[config.mk]
export PLATFORM = sky130hd
export DESIGN_NAME = pwm_capture
export DESIGN_NICKNAME = d
export VERILOG_FILES = /design/src/rtl/pwm_capture.sv
export SDC_FILE = /design/constraint.sdc
export NUM_CORES = 1
export LEC_CHECK = 0
export ABC_CLOCK_PERIOD_IN_PS = 2300
export BUFFER_PORTS_ARGS = -buffer_cell sky130_fd_sc_hd__buf_2
export CORE_MARGIN = 5
export CORE_UTILIZATION = 50
export DETAILED_ROUTE_END_ITERATION = 8
export PLACE_DENSITY = 0.73
export SLEW_MARGIN = 20
export SYNTH_ARGS = -nofsm -noshare
export SYNTH_HDL_FRONTEND = slang
export SYNTH_SLANG_ARGS = --single-unit
[constraint.sdc]
create_clock -name clk -period 2.3 [get_ports clk]
set_input_delay 0.46 -clock clk [delete_from_list [all_inputs] [get_ports clk]]
set_output_delay 0.46 -clock clk [all_outputs]
set_load 0.1 [all_outputs]
[src/rtl/pwm_capture.sv]
// PWM receiver: synchronizes an asynchronous PWM line, measures high time and period
// per cycle, decodes an 8-bit duty code and flags stuck lines or off-nominal periods.
module pwm_capture #(
    parameter int CNT_W      = 16,
    parameter int NOM_PERIOD = 256,
    parameter int TIMEOUT    = 1024
) (
    input  logic             clk,
    input  logic             rst,
    input  logic             pwm_in,
    output logic [CNT_W-1:0] high_cnt,
    output logic [CNT_W-1:0] period_cnt,
    output logic [7:0]       duty,
    output logic             meas_valid,
    output logic             period_err,
    output logic             stuck_low,
    output logic             stuck_high
);

    typedef enum logic [1:0] {IDLE, MEASURE, STUCK} state_t;

    localparam logic [CNT_W-1:0] CNT_MAX    = '1;
    localparam logic [CNT_W-1:0] CNT_ONE    = CNT_W'(1);
    localparam logic [CNT_W-1:0] TIMEOUT_M1 = CNT_W'(TIMEOUT - 1);
    localparam logic [CNT_W-1:0] NOM_CNT    = CNT_W'(NOM_PERIOD);
    localparam logic [CNT_W-1:0] DUTY_MAX   = CNT_W'(255);

    state_t           state_reg;
    logic             sync1_reg;
    logic             pwm_s_reg;
    logic             pwm_d_reg;
    logic             rise_reg;
    logic             fall_reg;
    logic [1:0]       warm_reg;
    logic [CNT_W-1:0] per_acc_reg;
    logic [CNT_W-1:0] hi_acc_reg;
    logic [CNT_W-1:0] idle_reg;

    // Edges are masked until the pipeline holds only post-reset samples, so a line
    // that is already high at reset release is not mistaken for a rising edge.
    logic primed;
    logic timeout;
    assign primed  = (warm_reg == 2'd3);
    assign timeout = ~rise_reg & ~fall_reg & (idle_reg == TIMEOUT_M1);

    always_ff @(posedge clk) begin
        if (rst) begin
            state_reg   <= IDLE;
            sync1_reg   <= 1'b0;
            pwm_s_reg   <= 1'b0;
            pwm_d_reg   <= 1'b0;
            rise_reg    <= 1'b0;
            fall_reg    <= 1'b0;
            warm_reg    <= 2'd0;
            per_acc_reg <= '0;
            hi_acc_reg  <= '0;
            idle_reg    <= '0;
            high_cnt    <= '0;
            period_cnt  <= '0;
            duty        <= 8'd0;
            meas_valid  <= 1'b0;
            period_err  <= 1'b0;
            stuck_low   <= 1'b0;
            stuck_high  <= 1'b0;
        end else begin
            sync1_reg  <= pwm_in;
            pwm_s_reg  <= sync1_reg;
            pwm_d_reg  <= pwm_s_reg;
            rise_reg   <= primed & pwm_s_reg & ~pwm_d_reg;
            fall_reg   <= primed & ~pwm_s_reg & pwm_d_reg;
            meas_valid <= 1'b0;
            if (!primed)
                warm_reg <= warm_reg + 2'd1;

            // pwm_d_reg is the line level aligned with rise_reg/fall_reg.
            if (rise_reg) begin
                per_acc_reg <= CNT_ONE;
                hi_acc_reg  <= CNT_ONE;
            end else begin
                if (per_acc_reg != CNT_MAX)
                    per_acc_reg <= per_acc_reg + CNT_ONE;
                if (pwm_d_reg && hi_acc_reg != CNT_MAX)
                    hi_acc_reg <= hi_acc_reg + CNT_ONE;
            end

            if (rise_reg || fall_reg)
                idle_reg <= '0;
            else if (state_reg != STUCK && idle_reg != CNT_MAX)
                idle_reg <= idle_reg + CNT_ONE;

            case (state_reg)
                IDLE, MEASURE: begin
                    if (rise_reg) begin
                        state_reg  <= MEASURE;
                        stuck_low  <= 1'b0;
                        stuck_high <= 1'b0;
                        if (state_reg == MEASURE) begin
                            period_cnt <= per_acc_reg;
                            high_cnt   <= hi_acc_reg;
                            duty       <= (hi_acc_reg > DUTY_MAX) ? 8'hFF : hi_acc_reg[7:0];
                            period_err <= (per_acc_reg != NOM_CNT);
                            meas_valid <= 1'b1;
                        end
                    end else if (timeout) begin
                        state_reg  <= STUCK;
                        stuck_low  <= ~pwm_d_reg;
                        stuck_high <= pwm_d_reg;
                        duty       <= pwm_d_reg ? 8'hFF : 8'h00;
                        meas_valid <= 1'b1;
                    end
                end
                STUCK: begin
                    if (rise_reg) begin
                        state_reg  <= MEASURE;
                        stuck_low  <= 1'b0;
                        stuck_high <= 1'b0;
                    end else if (fall_reg) begin
                        state_reg <= IDLE;
                    end
                end
                default: state_reg <= IDLE;
            endcase
        end
    end

endmodule

# == After elaboration in Yosys (flattened, before gate mapping) ==
# Index checks and enable logic that the tools add are counted.
# totals
ff_bits,101
latchBits,0
ramBits,0
mem_bits_ro,0
in_bits,3
output_inout_bits,44
wordCells,88
mem_count,0
# classes
addsub,4
multipliers,0
div_mod_pow,0
n_lt_le_gt_ge,1
eq_ne,13
n_shift,0
mux,24
n_bitwise,11
reduce_logical,16
# op_table
cell,count
16-bit by 1-bit adder with 16-bit output (second input constant),3
16-bit != test (second input constant),3
8-bit two-way mux,5
16-bit by 10-bit equality test with 1-bit output (second input constant),1
16-bit by 8-bit greater-than comparator with 1-bit output (second input constant),1
16-bit by 9-bit != test with 1-bit output (second input constant),1
1-bit two-way mux,12
3-bit AND reduction,3
2-bit two-way mux,4
2-bit nonzero test,4
2-bit OR reduction,4
1-bit bitwise AND,6
3-bit != test (second input constant),2
1-bit inverter,5
2-bit equality test (second input constant),2
2-bit != test (second input constant),2
1-bit case mux with 2 select lines,2
2-bit case mux with 2 select lines,1
2-bit by 1-bit adder with 2-bit output (second input constant),1
2-bit by 1-bit equality test with 1-bit output (second input constant),1
1-bit logical AND,2
2-bit zero test,1
2-bit by 1-bit != test with 1-bit output (second input constant),1
2-bit AND reduction,1
1-bit logical OR,1

# == Longest topological paths before layout ==
# Gate-level depths: netlist of the first run.
# logic_depth
word_depth,6
ltp_mapped,6

# == Worst setup path after synthesis of the first run ==
# Ideal clock, no wire load.
# synth_timing
path_kind,reg-to-reg
start,reg idle_reg[0]
end,reg idle_reg[0]
setup_time_ps,128
arrival_ps,1532
t_required_ps,2172
slack_ps,641
path_stages_with_launch,7
period_less_slack_ps,1659
cell_sequence,dfxtp_1 > ha_1 > nand4_1 > o41ai_1 > buf_2 > xor2_1 > nor2_1
# synth_between
elab_chain_cells,2
word_cells_on_any_way,3
cone_classes,add/sub: 1; eq/ne: 1; reduce/logical: 1
# synth_lines
element,line_no,source
start: declaration,37,logic [CNT_W-1:0] idle_reg;
start signal: assignment,89,idle_reg <= idle_reg + CNT_ONE;
branches (longest 2 deep; another with 16-bit by 1-bit adder with 16-bit output),--,
# Parallel ways; which one is timed is not known.
# A chain may end at the register's enable or synchronous reset.

# == Final worst setup path of the first run ==
# layout_timing
start,reg hi_acc_reg[0]
end,reg hi_acc_reg[3]
# layout_between
elab_chain_cells,2
word_cells_on_any_way,3
cone_classes,add/sub: 1; eq/ne: 1; reduce/logical: 1
# layout_lines
element,line_no,source
start: declaration,36,logic [CNT_W-1:0] hi_acc_reg;
start signal: assignment,83,hi_acc_reg <= hi_acc_reg + CNT_ONE;
branches (longest 2 deep; another with 16-bit by 1-bit adder with 16-bit output),--,
# Parallel ways; which one is timed is not known.

==> impl_results.md, run 1 <==
* Fin Clk Skew at 0.01012 ns
* Mapped Cells at 537
* Global-route wire length before repair at 17860 um
* Total Routing Usage GR at 0.1923
* Final setup viols at 0
* CTS tree: done
* Worst Max-Slew Pin Slew at 0.7084 ns
* Rows at 34
* Worst hold path class: in2reg
* Clock sinks at 101
* Post-Synth Adder-Cell Area at 0.01406
* Slowest cell on crit path: o41ai_4
* Final worst slack at 0.3052 ns
* Worst R2R Setup Slack at 0.31 ns
* Starting Density at 0.5127
* CTS-repair resized insts at 0
* Leak at 0.001755 uW
* Layout area overhead at 11.08%
* Post-DP HPWL at 7330 um
* Worst r2r src: hi_acc_reg[0]
* Power Dens Cells at 591.4 nW/um2
* Avg Inst Size Synth at 8.285 um2
* Synth Area in Compound Gates at 0.1758
* Port Buf Inserts at 46
* Antenna-violating nets left at 0
* Warning count from the yosys run at 0
* Crit end category: flip-flop
* N_diodes at 0
* Count leader, synth: dfxtp_1
* Max stage delay on crit path at 0.57 ns
* Place WS at 0.3412 ns
* Post-synth ARST share at 0
* Finished Layout Cells at 686
* Total Power at 2923 uW
* CP startpoint kind: flip-flop
* Tcrit/Tclk final at 0.8673
* H-tree depth at 3
* Final Routed Wirelength at 10330 um
* Yosys cell types at 47
* # nets final at 581
* Main synth FF type: dfxtp_1
* Post-Synth XOR/XNOR Area at 0.005906
* Drt drc at 0
* Core footprint at 8678 um2
* Vias in the first global route at 3834
* R2r endpoint: hi_acc_reg[3]
* Ranking of synthesized cells by area: dfxtp_1 45%, nand2_1 7.4%, a21oi_1 7.2%, o21ai_0 3.4%, mux2i_1 2.9%
* Clock Latency Late Sink at 0.36 ns
* Post-CTS Hold Fix Bufs at 0
* Worst r2r path cells at 5
* Hold Startpoint: pwm_in
* IO Pins at 47
* Die height at 104.3 um
* Max Cap Viol at 0
* CP Class: reg2reg
* Mapped Nets at 545
* WHS at 0.3109 ns
* Worst-path clk slew at 0.09 ns
* Status: finished, final reports clean
* Violation count after the first detailed-route iteration at 206
* Highest clock rate at 0.5013 GHz
* Die W at 104.3 um
* Clock Tree Buf Depth at 2
* CTS Buf Count at 9
* Synth top cells by count: 101 x dfxtp_1, 88 x nand2_1, 64 x a21oi_1
* Drt pass-1 iters at 5
* #FFs+latches synth at 101
* Cell Count Post-Placement at 670
* Combinational family with the most area after synthesis: simple AND/OR/NAND/NOR gates
* CTS root buf: clkbuf_8
* Layout cell share with drive strength beyond 1 at 0.1419
* Area fraction of the dominant cell type after synthesis at 0.4544
* Cell Chain, Critical Path: ha_1 > nand4_1 > o41ai_4 > o21ai_0 > a21oi_1
* Worst VDD drop at 0.2924 mV
* Mux cell area share after synthesis at 0.02925
* Largest net degree at the start of global routing at 34
* Number of vias in the routed layout at 4041
* Largest area contributor in the netlist: dfxtp_1
* CP Max Fanout at 10
* Placer congestion estimate at 0.8936
* RSZ-0062 raised after global routing: no
* Final hold viol count at 0
* Total congestion overflow at 0
* Slew margin rel. at 0.5213
* Post-synth EDFFs at 0
* Avg WL per Cell at 15.05 um
* Worst Hold Depth at 2
* Netlist area before placement at 4449 um2
* Max-slew violation count at 0
* Antenna violations before repair at 0
* Post-CTS Setup Repair Bufs at 0
* Vias/cell at 5.891
* Critical path arrival at 2.29 ns
* Total negative setup slack at 0 ns
* Simple-gate share of the synthesized area at 0.2835
* Fin crit period at 1.995 ns
* Hold Path Sink: sync1_reg
* Seq/Total Area, Yosys at 0.4544
* Critical Path RT at 2.59 ns
* Die area at 10880 um2
==> cell usage in the layout, fill, tap and decap left out, drive strengths merged, types with 2 or more instances in the layout <==
cell type and instances:
a31oi 5, a41oi 2, and4 6, a21oi 64, inv 12, nor4bb 3
nor3 16, xor2 3, dfxtp 101, nand3 18, or4 9, o31ai 7
o41ai 5, nand2 88, o21a 2, nand4 16, mux2i 13, nor2b 4
nor4 13, nand2b 10, clkbuf 10, or3 19, o21ai 30, and3 7
nor2 26, ha 5, o31a 2, or2 4, clkinv 2, o311ai 5
and2 2, nor4b 2, buf 57
==> layer usage <==
layer  track usage  up-vias  wire, um
met4       0.04255        0       104
met2        0.3208       95      4900
met3       0.04966       12       478
met1        0.2497     1912      4841
li1              -     2022         -
met5             0        -         0
==> power breakdown <==
group          internal, uW  total [uW]  switching [uW]
Sequential             1770        1790            20.8
Combinational          38.5         101            62.9
Clock                   406        1030             626
==> cell type report <==
cell class / count / area, um2
fillers: 869 / 3736
inverters: 9 / 33.78
clock inverters: 6 / 46.29
well taps: 108 / 135.1
repair buffers: 57 / 312.8
multi-input cells: 395 / 2265
clock buffers: 10 / 127.6
flip-flops and latches: 101 / 2022
==> critical path: cells and delay by family, from the launching register on <==
family	cells	cell delay, ns
AO/OA/AOI/OAI	3	0.89
flip-flops	1	0.45
AND/OR/NAND/NOR	1	0.32
adder cells (fa/ha/maj)	1	0.27
==> kinds of logic after synthesis <==
| family | count (synthesis) |
|---|---|
| buffers and inverters | 41 |
| and+or+nand+nor | 244 |
| AOI/OAI and AO/OA | 130 |
| muxes | 13 |
| adders and majority gates | 5 |
| xor gates and xnor gates | 3 |
| DFF | 101 |
==> through the flow <==
step,area [um2],utilization
2_1_floorplan,4449,-
3_3_place_gp,4768,0.5495
3_5_place_dp,4768,0.5495
4_1_cts,4942,0.5695
5_1_grt,4942,0.5695
6_report,4942,0.5695
==> worst max-delay path by stage <==
stage,start,to,slack (ns),cells past startpoint
CTS,hi_acc_reg[0],hi_acc_reg[0],0.32,5
global placement,hi_acc_reg[0],hi_acc_reg[3],0.43,5
global route,hi_acc_reg[1],hi_acc_reg[3],0.05,5
floorplan,idle_reg[0],idle_reg[0],0.64,6
detailed placement,hi_acc_reg[0],hi_acc_reg[0],0.34,5
finish,hi_acc_reg[0],hi_acc_reg[3],0.31,5
Note: power is estimated with default switching activity, not from simulation.
==> inputs of run 2 (changes only) <==
--- a/config.mk
+++ b/config.mk
@@ -10,7 +10,7 @@
 export CORE_MARGIN = 5
 export CORE_UTILIZATION = 50
 export DETAILED_ROUTE_END_ITERATION = 8
-export PLACE_DENSITY = 0.73
+export PLACE_DENSITY = 0.71
 export SLEW_MARGIN = 20
 export SYNTH_ARGS = -nofsm -noshare
 export SYNTH_HDL_FRONTEND = slang
==> run 2 against run 1 <==
Against the previous run: global-route usage rose by 0.22 points; critical path depth did not move; die area did not move; final cell count fell by 0.15%; hold slack got worse by 0.0076 ns; core utilization rose by 0.55 points; maximum frequency fell by 0.56%; clock power rose by 24%; first-iteration DRC count rose by 32%.
==> impl_results.md, run 2 (synthesized netlist as in run 1, its figures left out) <==
* Max Cap Viol at 0 (unchanged)
* Worst VDD drop at 0.3395 mV (+16%)
* Design area at 4990 um2 (+0.96%)
* CTS tree: done
* Die area at 10880 um2 (unchanged)
* R2r endpoint: hi_acc_reg[3]
* H-tree depth at 3 (unchanged)
* Switch share at 0.2318 (-0.01103)
* Highest clock rate at 0.4985 GHz (-0.56%)
* Logic pwr share at 0.031 (-0.004)
* Clock Tree Buf Depth at 2 (unchanged)
* Tcrit/Tclk final at 0.8722 (+0.004907)
* Clock sinks at 101 (unchanged)
* Fin crit period at 2.006 ns (+0.01129 ns)
* CP startpoint kind: flip-flop
* Critical path arrival at 2.30 ns (about the same)
* Post-CTS Setup Repair Bufs at 0 (unchanged)
* Worst Max-Slew Pin Slew at 0.6824 ns (-0.02604 ns)
* Flop pwr share at 0.564 (-0.048)
* Total Routing Usage GR at 0.1945 (+0.002185)
* Starting Density at 0.5127 (unchanged)
* Antenna-violating nets left at 0 (unchanged)
* N_diodes at 0 (unchanged)
* Die height at 104.3 um (unchanged)
* Core footprint at 8678 um2 (unchanged)
* Final setup viols at 0 (unchanged)
* Setup crit start: hi_acc_reg[0]
* Rows at 34 (unchanged)
* Clock Power Share at 0.404 (+0.051)
* Layout cell share with drive strength beyond 1 at 0.1421 (+0.0002459)
* Slew margin rel. at 0.5389 (+0.01760)
* Buf/Inv on CP at 0 (unchanged)
* Fin Clk Skew at 0.01118 ns (+0.001064 ns)
* Kind of cell adding the most delay to the critical path: compound AO/OA/AOI/OAI gates
* # nets final at 580 (-0.17%)
* Leak at 0.001775 uW (+1.1%)
* Total congestion overflow at 0 (unchanged)
* Total negative setup slack at 0 ns (unchanged)
* Max-slew violation count at 0 (unchanged)
* Crit path capture: hi_acc_reg[3]
* Worst hold path class: in2reg
* Placer congestion estimate at 0.8399 (-6.0%)
* CTS Buf Count at 9 (unchanged)
* Pint at 2435 uW (+10%)
* Global-route wire length before repair at 17910 um (+0.27%)
* Slowest cell on crit path: o41ai_4
* Clock Latency Late Sink at 0.37 ns (about the same)
* Number of vias in the routed layout at 4074 (+0.82%)
* Power Dens Cells at 635.4 nW/um2 (+7.4%)
* Port Buf Inserts at 46 (unchanged)
* Drt drc at 0 (unchanged)
* Worst r2r path cells at 5 (unchanged)
* Vias in the first global route at 3857 (+0.60%)
* Final Routed Wirelength at 10380 um (+0.54%)
* Final hold viol count at 0 (unchanged)
* IO Pins at 47 (unchanged)
* Violation count after the first detailed-route iteration at 272 (+32%)
* CTS root buf: clkbuf_8
* RSZ-0062 raised after global routing: no
* P_sw at 735.0 uW (+3.6%)
* Cell Chain, Critical Path: ha_1 > nand4_1 > o41ai_4 > o21ai_0 > a21oi_1
* Most frequent cells in the layout: 101 x dfxtp_1, 88 x nand2_1, 64 x a21oi_1
* Leading cell type in the layout, fill and taps excluded: dfxtp_1
* Worst-path clk slew at 0.10 ns (about the same)
* Post-CTS Hold Fix Bufs at 0 (unchanged)
* Critical Path RT at 2.60 ns (about the same)
* Layout area overhead at 12.15%
* Largest net degree at the start of global routing at 34 (unchanged)
* Max stage delay on crit path at 0.55 ns (-0.02 ns)
* Die W at 104.3 um (unchanged)
* WP depth at 5 (unchanged)
* Antenna violations before repair at 0 (unchanged)
* Avg WL per Cell at 15.15 um (+0.69%)
* CTS-repair resized insts at 0 (unchanged)
* Post-DP HPWL at 7156 um (-2.4%)
* Worst R2R Setup Slack at 0.29 ns (about the same)
* Placed instance area at 4761 um2 (-0.16%)
* Vias/cell at 5.947 (+0.96%)
* Status: finished, final reports clean
* Drt pass-1 iters at 5 (unchanged)
* CP Class: reg2reg
* Crit end category: flip-flop
* CP Max Fanout at 10 (unchanged)
* Worst r2r src: hi_acc_reg[0]
-- run 2: cell types whose count changed in the layout (fill, tap and decap cells not counted) --
| cell | change |
|---|---|
| bufinv_16 | +2 |
| clkinv_2 | -2 |
| buf_4 | -1 |
| clkbuf_1 | -1 |
| clkinv_4 | +1 |
-- run 2: cell type report --
type,count,area (um2)
clock buffers,9,123.9
clock inverters,7,105.1
fillers,863,3689
inverters,9,33.78
multi-input cells,395,2265
flip-flops and latches,101,2022
well taps,108,135.1
repair buffers,56,305.3
-- run 2: power by group through the flow --
| stage | Combinational, uW | Clock [uW] | Sequential, uW |
|---|---|---|---|
| final | 99.2 | 1280 | 1790 |
| after global routing | 114 | 1400 | 1790 |
| after CTS | 99.9 | 1320 | 1790 |
| after detailed placement | 99.1 | 0 | 1830 |
| after global placement | 95.9 | 0 | 1830 |
| after floorplan | 76.2 | 0 | 1820 |
-- run 2: how the worst min path moves through the flow --
stage                   start   endpoint  slack [ns]  cells past startpoint
finish                 pwm_in  sync1_reg        0.30                      2
global placement    sync1_reg  pwm_s_reg        0.44                      1
floorplan           pwm_s_reg   fall_reg        0.41                      1
CTS                    pwm_in  sync1_reg        0.30                      2
global route           pwm_in  sync1_reg        0.32                      2
detailed placement  sync1_reg  pwm_s_reg        0.43                      1
-- run 2: layer usage --
layer,part of all wire,global-route usage,vias up
met1,0.46,0.2465,1938
met3,0.055,0.03973,10
met2,0.48,0.3235,94
met4,0.013,0.07493,0
li1,-,-,2032
met5,0,0,-
-- run 2: stage by stage --
stage	total power, uW	util	worst slack (ns)	hold WS [ns]	std cells
detailed placement	1928	0.5486	0.3521	0.4346	669
CTS	3205	0.5750	0.3241	0.2963	685
global placement	1923	0.5486	0.4575	0.4351	669
finish	3170	0.5750	0.2940	0.3033	685
global route	3303	0.5750	0.1274	0.3155	685
floorplan	1900	-	0.6407	0.4052	537
